`src/rtl/uart_pkg.sv`:
```
// Shared UART constants and the receive-capture FSM state type.
// Used by uart_rx_fifo, which takes its default word size and FIFO depth from here.
package uart_pkg;

   localparam int WORD_SIZE     = 8;
   localparam int RX_FIFO_DEPTH = 16;

   typedef enum logic [1:0] {
      IDLE     = 2'd0,
      ACK      = 2'd1,
      WAIT_LOW = 2'd2
   } rx_cap_state_t;

endpackage

```
`src/rtl/uart_sync_fifo.sv`:
```
// Single-clock FIFO: register-array storage, wrapping pointers and an occupancy count.
// A write is accepted when the FIFO is full only if a pop frees a slot in the same cycle.
module uart_sync_fifo #(
   parameter int WIDTH = uart_pkg::WORD_SIZE,
   parameter int DEPTH = uart_pkg::RX_FIFO_DEPTH,
   localparam int AW   = $clog2(DEPTH)
) (
   input  logic             clk,
   input  logic             rst,
   input  logic             wr_en_i,
   input  logic [WIDTH-1:0] wr_data_i,
   input  logic             rd_en_i,
   output logic [WIDTH-1:0] rd_data_o,
   output logic [AW:0]      count_o,
   output logic             full_o,
   output logic             empty_o,
   output logic             rd_fire_o
);

   localparam logic [AW:0] FULL_CNT = (AW + 1)'(DEPTH);

   logic [WIDTH-1:0] mem_q [DEPTH];
   logic [AW-1:0]    wr_ptr_q, rd_ptr_q;
   logic [AW:0]      count_q, count_d;
   logic             wr_fire;

   assign full_o    = (count_q == FULL_CNT);
   assign empty_o   = (count_q == '0);
   assign rd_fire_o = rd_en_i & ~empty_o;
   assign wr_fire   = wr_en_i & (~full_o | rd_fire_o);
   assign rd_data_o = mem_q[rd_ptr_q];
   assign count_o   = count_q;

   always_comb begin
      count_d = count_q;
      case ({wr_fire, rd_fire_o})
         2'b10:   count_d = count_q + 1'b1;
         2'b01:   count_d = count_q - 1'b1;
         default: count_d = count_q;
      endcase
   end

   // Storage is left uninitialised on reset; the count alone decides what is valid.
   always_ff @(posedge clk) begin
      if (wr_fire) begin
         mem_q[wr_ptr_q] <= wr_data_i;
      end
   end

   always_ff @(posedge clk) begin
      if (rst) begin
         wr_ptr_q <= '0;
         rd_ptr_q <= '0;
         count_q  <= '0;
      end else begin
         if (wr_fire)   wr_ptr_q <= wr_ptr_q + 1'b1;
         if (rd_fire_o) rd_ptr_q <= rd_ptr_q + 1'b1;
         count_q <= count_d;
      end
   end

endmodule

```
`src/rtl/uart_rx_fifo.sv`:
```
// Receive buffer: acknowledges each receiver byte once, queues it, and lets the host pop it.
// Optional UART_RX_FIFO_OVF_CNT_EN adds an 8-bit saturating dropped-byte counter (ovf_count).
module uart_rx_fifo #(
   parameter int WORD_SIZE = uart_pkg::WORD_SIZE,
   parameter int DEPTH     = uart_pkg::RX_FIFO_DEPTH
) (
   input  logic                   clk,
   input  logic                   rst,
   input  logic                   enable_data_interrupt,
   input  logic [WORD_SIZE-1:0]   rx_data,
   output logic                   disable_data_interrupt,
   input  logic                   read_nic,
   input  logic                   clr_ovf,
   output logic [WORD_SIZE-1:0]   data_out,
   output logic                   read_nic_i,
   output logic [$clog2(DEPTH):0] count,
   output logic                   overflow
`ifdef UART_RX_FIFO_OVF_CNT_EN
   ,
   output logic [7:0]             ovf_count
`endif
);

   import uart_pkg::*;

   rx_cap_state_t        state_q;
   logic                 ack_q;
   logic                 overflow_q, overflow_d;
   logic [WORD_SIZE-1:0] data_out_q;
   logic [WORD_SIZE-1:0] fifo_rd_data;
   logic                 fifo_full, fifo_empty, fifo_rd_fire;
   logic                 capture, drop;

   // Only IDLE samples the interrupt, so a held request is taken exactly once.
   assign capture = (state_q == IDLE) & enable_data_interrupt;
   assign drop    = capture & fifo_full & ~fifo_rd_fire;

   uart_sync_fifo #(
      .WIDTH (WORD_SIZE),
      .DEPTH (DEPTH)
   ) u_fifo (
      .clk       (clk),
      .rst       (rst),
      .wr_en_i   (capture),
      .wr_data_i (rx_data),
      .rd_en_i   (read_nic),
      .rd_data_o (fifo_rd_data),
      .count_o   (count),
      .full_o    (fifo_full),
      .empty_o   (fifo_empty),
      .rd_fire_o (fifo_rd_fire)
   );

   always_ff @(posedge clk) begin
      if (rst) begin
         state_q <= IDLE;
         ack_q   <= 1'b0;
      end else begin
         case (state_q)
            IDLE: begin
               if (enable_data_interrupt) begin
                  state_q <= ACK;
                  ack_q   <= 1'b1;
               end
            end
            ACK: begin
               ack_q   <= 1'b0;
               state_q <= WAIT_LOW;
            end
            WAIT_LOW: begin
               if (!enable_data_interrupt) state_q <= IDLE;
            end
            default: begin
               state_q <= IDLE;
               ack_q   <= 1'b0;
            end
         endcase
      end
   end

   // A drop in the same cycle as a clear leaves the flag set.
   always_comb begin
      overflow_d = overflow_q;
      if (drop)         overflow_d = 1'b1;
      else if (clr_ovf) overflow_d = 1'b0;
   end

   always_ff @(posedge clk) begin
      if (rst) begin
         data_out_q <= '0;
         overflow_q <= 1'b0;
      end else begin
         if (fifo_rd_fire) data_out_q <= fifo_rd_data;
         overflow_q <= overflow_d;
      end
   end

`ifdef UART_RX_FIFO_OVF_CNT_EN
   logic [7:0] ovf_cnt_q, ovf_cnt_d;

   always_comb begin
      ovf_cnt_d = ovf_cnt_q;
      if (clr_ovf)                         ovf_cnt_d = {7'd0, drop};
      else if (drop && ovf_cnt_q != 8'hFF) ovf_cnt_d = ovf_cnt_q + 8'd1;
   end

   always_ff @(posedge clk) begin
      if (rst) ovf_cnt_q <= '0;
      else     ovf_cnt_q <= ovf_cnt_d;
   end

   assign ovf_count = ovf_cnt_q;
`endif

   assign disable_data_interrupt = ack_q;
   assign data_out               = data_out_q;
   assign overflow               = overflow_q;
   assign read_nic_i             = ~fifo_empty;

endmodule

```
`config.mk`:
```
export PLATFORM = sky130hd
export DESIGN_NAME = uart_rx_fifo
export DESIGN_NICKNAME = d
export VERILOG_FILES = /design/src/rtl/uart_pkg.sv /design/src/rtl/uart_sync_fifo.sv /design/src/rtl/uart_rx_fifo.sv
export SDC_FILE = /design/constraint.sdc
export NUM_CORES = 1
export LEC_CHECK = 0
export CORE_ASPECT_RATIO = 1.5
export CORE_MARGIN = 3
export CORE_UTILIZATION = 55
export DETAILED_ROUTE_END_ITERATION = 8
export GPL_TIMING_DRIVEN = 0
export HOLD_SLACK_MARGIN = 0.06
export PLACE_DENSITY = 0.74
export SYNTH_ARGS = -nofsm -noshare
export SYNTH_HDL_FRONTEND = slang
export SYNTH_SLANG_ARGS = --single-unit
```
`constraint.sdc`:
```
create_clock -name clk -period 3.1 [get_ports clk]
set_input_delay 0.62 -clock clk [delete_from_list [all_inputs] [get_ports clk]]
set_output_delay 0.62 -clock clk [all_outputs]
set_load 0.01 [all_outputs]
```
==> results.py, run 1 <==
metrics = {
    "run_status": {
        "status": "finished, final reports clean",
    },
    "grt": {
        "grt_pass1_wl_um": 19800,
        "track_usage_pct": 22.3,
        "antenna_found_initial": 0,
        "grt_pass1_vias": 3586,
        "grt_max_degree": 17,
        "grt_overflow": 0,
    },
    "placed_design": {
        "pre_cts_ws_ns": -0.547,
        "gp_congestion": 0.782,
        "portBuffers": 26,
        "hpwlAfterDp_um": 8050,
        "dp.cells": 549,
    },
    "synthesis": {
        "synth_area_mm2": 0.00612,
        "synth_cells": 379,
        "synthDominantCellAreaShare_pct": 62.8,
        "synth.net_count": 398,
        "synth-edff-count": 128,
        "synth_area_leaders": "edfxtp_1, dfxtp_1, mux4_2",
        "yosys.cell_types.count": 41,
        "ys_async_sr_fraction_pct": 0,
        "synth_ff_type": "edfxtp_1",
        "synth-seq-cells": 153,
        "ys_seq_area_share_pct": 71.0,
        "yosys.area.top_type": "edfxtp_1",
        "synth.avg_cell_area_um2": 16.1,
        "yosysWarnings": 0,
    },
    "sta": {
        "slew_headroom_pct": 41.7,
        "rsz0062_at_grt": "false",
        "post-route-min-period_ns": 2.93,
        "postLayoutSetupSlackWorst_ns": 0.170,
        "setup_viol": 0,
        "setup_tns_ns": 0,
        "holdWs_ns": 0.470,
        "period_share_pct": 94.5,
        "clock.fmax_mhz": 341,
        "worst_clock_skew_ns": 0.00689,
        "hold_viol": 0,
        "max_slew.worst_pin.slew_ns": 0.871,
        "final_max_slew_viol_count": 0,
    },
    "setup_path": {
        "critPathLaunch": "enable_data_interrupt",
        "cp-start-kind": "input pin",
        "crit_path_end_kind": "register",
        "criticalPathCategory": "input pin to register",
        "reg2reg_from": "state_q[1]",
        "cp.required_ns": 3.14,
        "crit_chain": "clkdlybuf4s50_1, or3b_1, a31oi_2, nand2_1, nor2_1",
        "cp_data_arrival_time_ns": 2.97,
        "cpMaxStageDelayCell": "nor2_1",
        "cpPeakStageDelay_ns": 0.72,
        "worstPathMaxFanout": 8,
    },
    "min_path": {
        "hold_path_class": "register to register",
        "hold_start": "disable_data_interrupt",
    },
    "power": {
        "power_density_mw_per_mm2": 772,
        "p_leak_nw": 2.27,
        "ir_drop_mv": 0.430,
    },
    "die": {
        "die_y_um": 135,
        "io_pins": 29,
        "die-area_mm2": 0.0125,
        "row_count": 46,
        "core_mm2": 0.0107,
        "start_util_pct": 57.2,
        "die_w_um": 92.1,
    },
    "cts": {
        "cts_buffers": 17,
        "post-cts-setup-buffers": 0,
        "cts_hold_buf": 0,
        "clkSlewWorstSetupHoldPaths_ns": 0.06,
        "clk_latency_ns": 0.41,
        "cts_root_buf": "clkbuf_16",
        "cts_tree": "done",
        "htreeDepth": 4,
        "cts_sinks": 153,
        "cts.path.max_buffers": 2,
    },
    "finish": {
        "layout_commonest_cell": "edfxtp_1",
        "num-fill-cells": 748,
        "fin_cells": 581,
        "fin_nets": 443,
        "final_cell_mix": "edfxtp_1, nor2_1, mux2i_1, clkdlybuf4s50_1, dfxtp_1",
        "area_growth_pct": 17.3,
        "diodes": 0,
        "utilization_pct": 67.1,
        "drive_gt1_share_pct": 14.6,
    },
    "run": {
        "cap_violations": 0,
    },
    "drt": {
        "ant_nets": 0,
        "drt-total-wl_um": 13000,
        "drt_iter0_drc": 228,
        "wl_per_cell_um": 22.3,
        "drc": 0,
        "routed-via-count": 3505,
        "vias_per_cell": 6.03,
        "firstDrtPassIters": 5,
    },
}
## final timing paths
path                            endpoint  slack, ns  cells after the start
hold / removal    disable_data_interrupt       0.47                      2
hold reg to reg   disable_data_interrupt       0.47                      2
setup reg to reg     u_fifo.mem_q[15][1]       0.50                      4
setup / recovery     u_fifo.mem_q[15][1]       0.17                      5
## stage by stage
stage | total power, mW | area, um2
finish | 5.54 | 7180
global route | 5.74 | 7180
floorplan | 3.11 | 6120
detailed placement | 3.49 | 6560
CTS | 5.55 | 7180
global placement | 3.47 | 6560
## critical path, delay by kind of cell
family | cells | cell delay [ns]
buf+inv | 1 | 0.50
simple gates | 3 | 1.38
compound gates | 1 | 0.45
## synthesized netlist by cell type (2+ instances only)
master,n
nand2_1,7
inv_1,3
nor2b_1,2
buf_6,2
o21ai_0,2
clkbuf_1,12
nand3b_1,2
mux2i_1,35
a22oi_1,8
xnor2_1,5
edfxtp_1,128
a311oi_1,7
xor2_1,6
nor4_1,2
nand2b_1,5
nor2_1,45
mux4_2,16
nand4_1,4
o22ai_1,16
dfxtp_1,25
a211oi_1,3
buf_2,8
ha_1,6
nand3_1,4
nor3_1,6
a21oi_1,4
buf_1,2
## sequential cells by signal, summed over array words and instances, names as in the netlist
| name | count |
|---|---|
| overflow | 1 |
| u_fifo.mem_q | 128 |
| u_fifo.count_o | 5 |
| u_fifo.rd_ptr_q | 4 |
| disable_data_interrupt | 1 |
| state_q | 2 |
| data_out | 8 |
| u_fifo.wr_ptr_q | 4 |
## report_power, final
| group | switching [mW] | internal, mW | leakage (nW) |
|---|---|---|---|
| Sequential | 0.0723 | 2.34 | 1.36 |
| Clock | 0.755 | 1.32 | 0.288 |
| Combinational | 0.556 | 0.496 | 0.621 |
| Total | 1.38 | 4.16 | 2.27 |
## cells by family (layout without fill, tap and decap cells)
kind of cell | after synthesis | count (layout) | share of synthesized area (%)
AOI/OAI and AO/OA | 46 | 46 | 5.42
xor gates and xnor gates | 11 | 11 | 1.57
adders and majority gates | 6 | 6 | 1.23
buffers and inverters | 28 | 86 | 2.19
DFF | 153 | 153 | 71.0
muxes | 51 | 51 | 11.6
and+or+nand+nor | 84 | 84 | 6.99
## layer usage
| layer | GRT usage, % | share of wire (%) |
|---|---|---|
| met5 | 0 | 0 |
| met4 | 11.7 | 3.6 |
| met2 | 36.7 | 52 |
| met3 | 6.28 | 5.1 |
| met1 | 26.7 | 40 |
## final cells by class
type | count | area [um2] | share of cell area, %
flip-flops and latches | 153 | 4340 | 60.5
clock buffers | 24 | 482 | 6.71
repair buffers | 26 | 260 | 3.62
inverters | 3 | 11.3 | 0.157
multi-input cells | 198 | 1660 | 23.1
plain buffers | 25 | 123 | 1.71
well taps | 144 | 180 | 2.51
clock inverters | 8 | 119 | 1.66
## repair_timing
item | 4_1_cts | 5_1_grt
setup endpoints to repair | 32 | 0
resized for setup | 4 | 0
endpoints found under the hold margin | 0 | 0
(Power assumes the default switching activity.)
==> run 2, diff against run 1 <==
Settings changed: PLACE_DENSITY 0.74 to not set, PLACE_DENSITY_LB_ADDON set to 0.2.
==> results.py, run 2 (same netlist as run 1, synthesis figures left out) <==
metrics = {
    "drt": {
        "drt_iter0_drc": 251,
        "ant_nets": 0,
        "drt-total-wl_um": 12500,
        "vias_per_cell": 5.94,
        "drc": 0,
        "wl_per_cell_um": 21.5,
        "firstDrtPassIters": 5,
        "routed-via-count": 3450,
    },
    "grt": {
        "grt_pass1_vias": 3509,
        "track_usage_pct": 21.5,
        "grt_max_degree": 17,
        "antenna_found_initial": 0,
        "grt_overflow": 0,
        "grt_pass1_wl_um": 19300,
    },
    "sta": {
        "setup_viol": 0,
        "postLayoutSetupSlackWorst_ns": 0.222,
        "slew_headroom_pct": 42.7,
        "final_max_slew_viol_count": 0,
        "holdWs_ns": 0.494,
        "clock.fmax_mhz": 347,
        "post-route-min-period_ns": 2.88,
        "hold_viol": 0,
        "max_slew.worst_pin.slew_ns": 0.856,
        "rsz0062_at_grt": "false",
        "setup_tns_ns": 0,
        "worst_clock_skew_ns": 0.00563,
        "period_share_pct": 92.8,
    },
    "die": {
        "die_w_um": 92.1,
        "io_pins": 29,
        "row_count": 46,
        "die_y_um": 135,
        "die-area_mm2": 0.0125,
        "start_util_pct": 57.2,
        "core_mm2": 0.0107,
    },
    "cts": {
        "clkSlewWorstSetupHoldPaths_ns": 0.06,
        "cts-resized-gates": 3,
        "clk_latency_ns": 0.42,
        "cts_sinks": 153,
        "post-cts-setup-buffers": 0,
        "cts_tree": "done",
        "cts_buffers": 17,
        "htreeDepth": 4,
        "cts_root_buf": "clkbuf_16",
        "cts.path.max_buffers": 2,
        "cts_hold_buf": 0,
    },
    "setup_path": {
        "worstPathMaxFanout": 8,
        "cp.required_ns": 3.14,
        "r2r_cells": 4,
        "cp_data_arrival_time_ns": 2.92,
        "crit_chain": "clkdlybuf4s50_1, or3b_1, a31oi_2, nand2_1, nor2_1",
        "crit_path_end_kind": "register",
        "criticalPathCategory": "input pin to register",
        "cpPeakStageDelay_ns": 0.67,
        "cp-start-kind": "input pin",
        "cpMaxStageDelayCell": "nor2_1",
    },
    "power": {
        "finalPower_mw": 5.55,
        "p_leak_nw": 2.27,
        "power_density_mw_per_mm2": 772,
        "ir_drop_mv": 0.448,
    },
    "finish": {
        "area_growth_pct": 17.4,
        "fin_nets": 443,
        "largest_reg_flops": 128,
        "layout_commonest_cell": "edfxtp_1",
        "diodes": 0,
        "utilization_pct": 67.1,
        "num-fill-cells": 773,
        "final_cell_mix": "edfxtp_1, nor2_1, mux2i_1, clkdlybuf4s50_1, dfxtp_1",
        "final-seq-area_mm2": 0.00434,
        "drive_gt1_share_pct": 15.3,
        "multi_input_area_mm2": 0.00166,
        "top_register": "u_fifo.mem_q",
    },
    "min_path": {
        "hold_depth": 2,
        "hold_path_class": "register to register",
    },
    "placed_design": {
        "gp_congestion": 0.825,
        "hpwlAfterDp_um": 8140,
        "portBuffers": 26,
        "pre_cts_ws_ns": -0.557,
    },
    "run_status": {
        "status": "finished, final reports clean",
    },
    "run": {
        "cap_violations": 0,
    },
}
[run 2: worst paths after layout]
| check | from | endpoint | slack (ns) |
|---|---|---|---|
| min reg2reg | disable_data_interrupt | disable_data_interrupt | 0.49 |
| min | disable_data_interrupt | disable_data_interrupt | 0.49 |
| max | enable_data_interrupt | u_fifo.mem_q[15][4] | 0.22 |
| max reg2reg | state_q[1] | u_fifo.mem_q[15][4] | 0.55 |
[run 2: final cells by class]
cell class / count / area share [%]
plain buffers: 25 / 1.71
clock buffers: 20 / 6.36
clock inverters: 12 / 2.06
inverters: 3 / 0.157
multi-input cells: 198 / 23.1
flip-flops and latches: 153 / 60.5
well taps: 144 / 2.51
repair buffers: 26 / 3.62
[run 2: per-stage QoR]
| step | area, um2 | instances |
|---|---|---|
| 3_5_place_dp | 6560 | 549 |
| 6_report | 7180 | 581 |
| 5_1_grt | 7180 | 581 |
| 4_1_cts | 7180 | 581 |
| 3_3_place_gp | 6560 | 549 |
| 2_1_floorplan | 6120 | 379 |
[run 2: power breakdown]
part	switching, mW	internal [mW]	total (mW)
combinational	0.548	0.496	1.04
sequential	0.0723	2.34	2.41
clock	0.790	1.30	2.09
total	1.41	4.14	5.55
[run 2: critical path: cells and delay by family]
family,cells,cell delay [ns]
simple gates,3,1.35
buf+inv,1,0.50
compound gates,1,0.44
[run 2: metal layers]
metal,vias up,part of all wire [%],track usage [%]
li1,1569,-,-
met1,1757,41,26.4
met2,96,51,35.7
met3,28,3.9,5.17
met4,0,3.3,10.7
met5,-,0,0
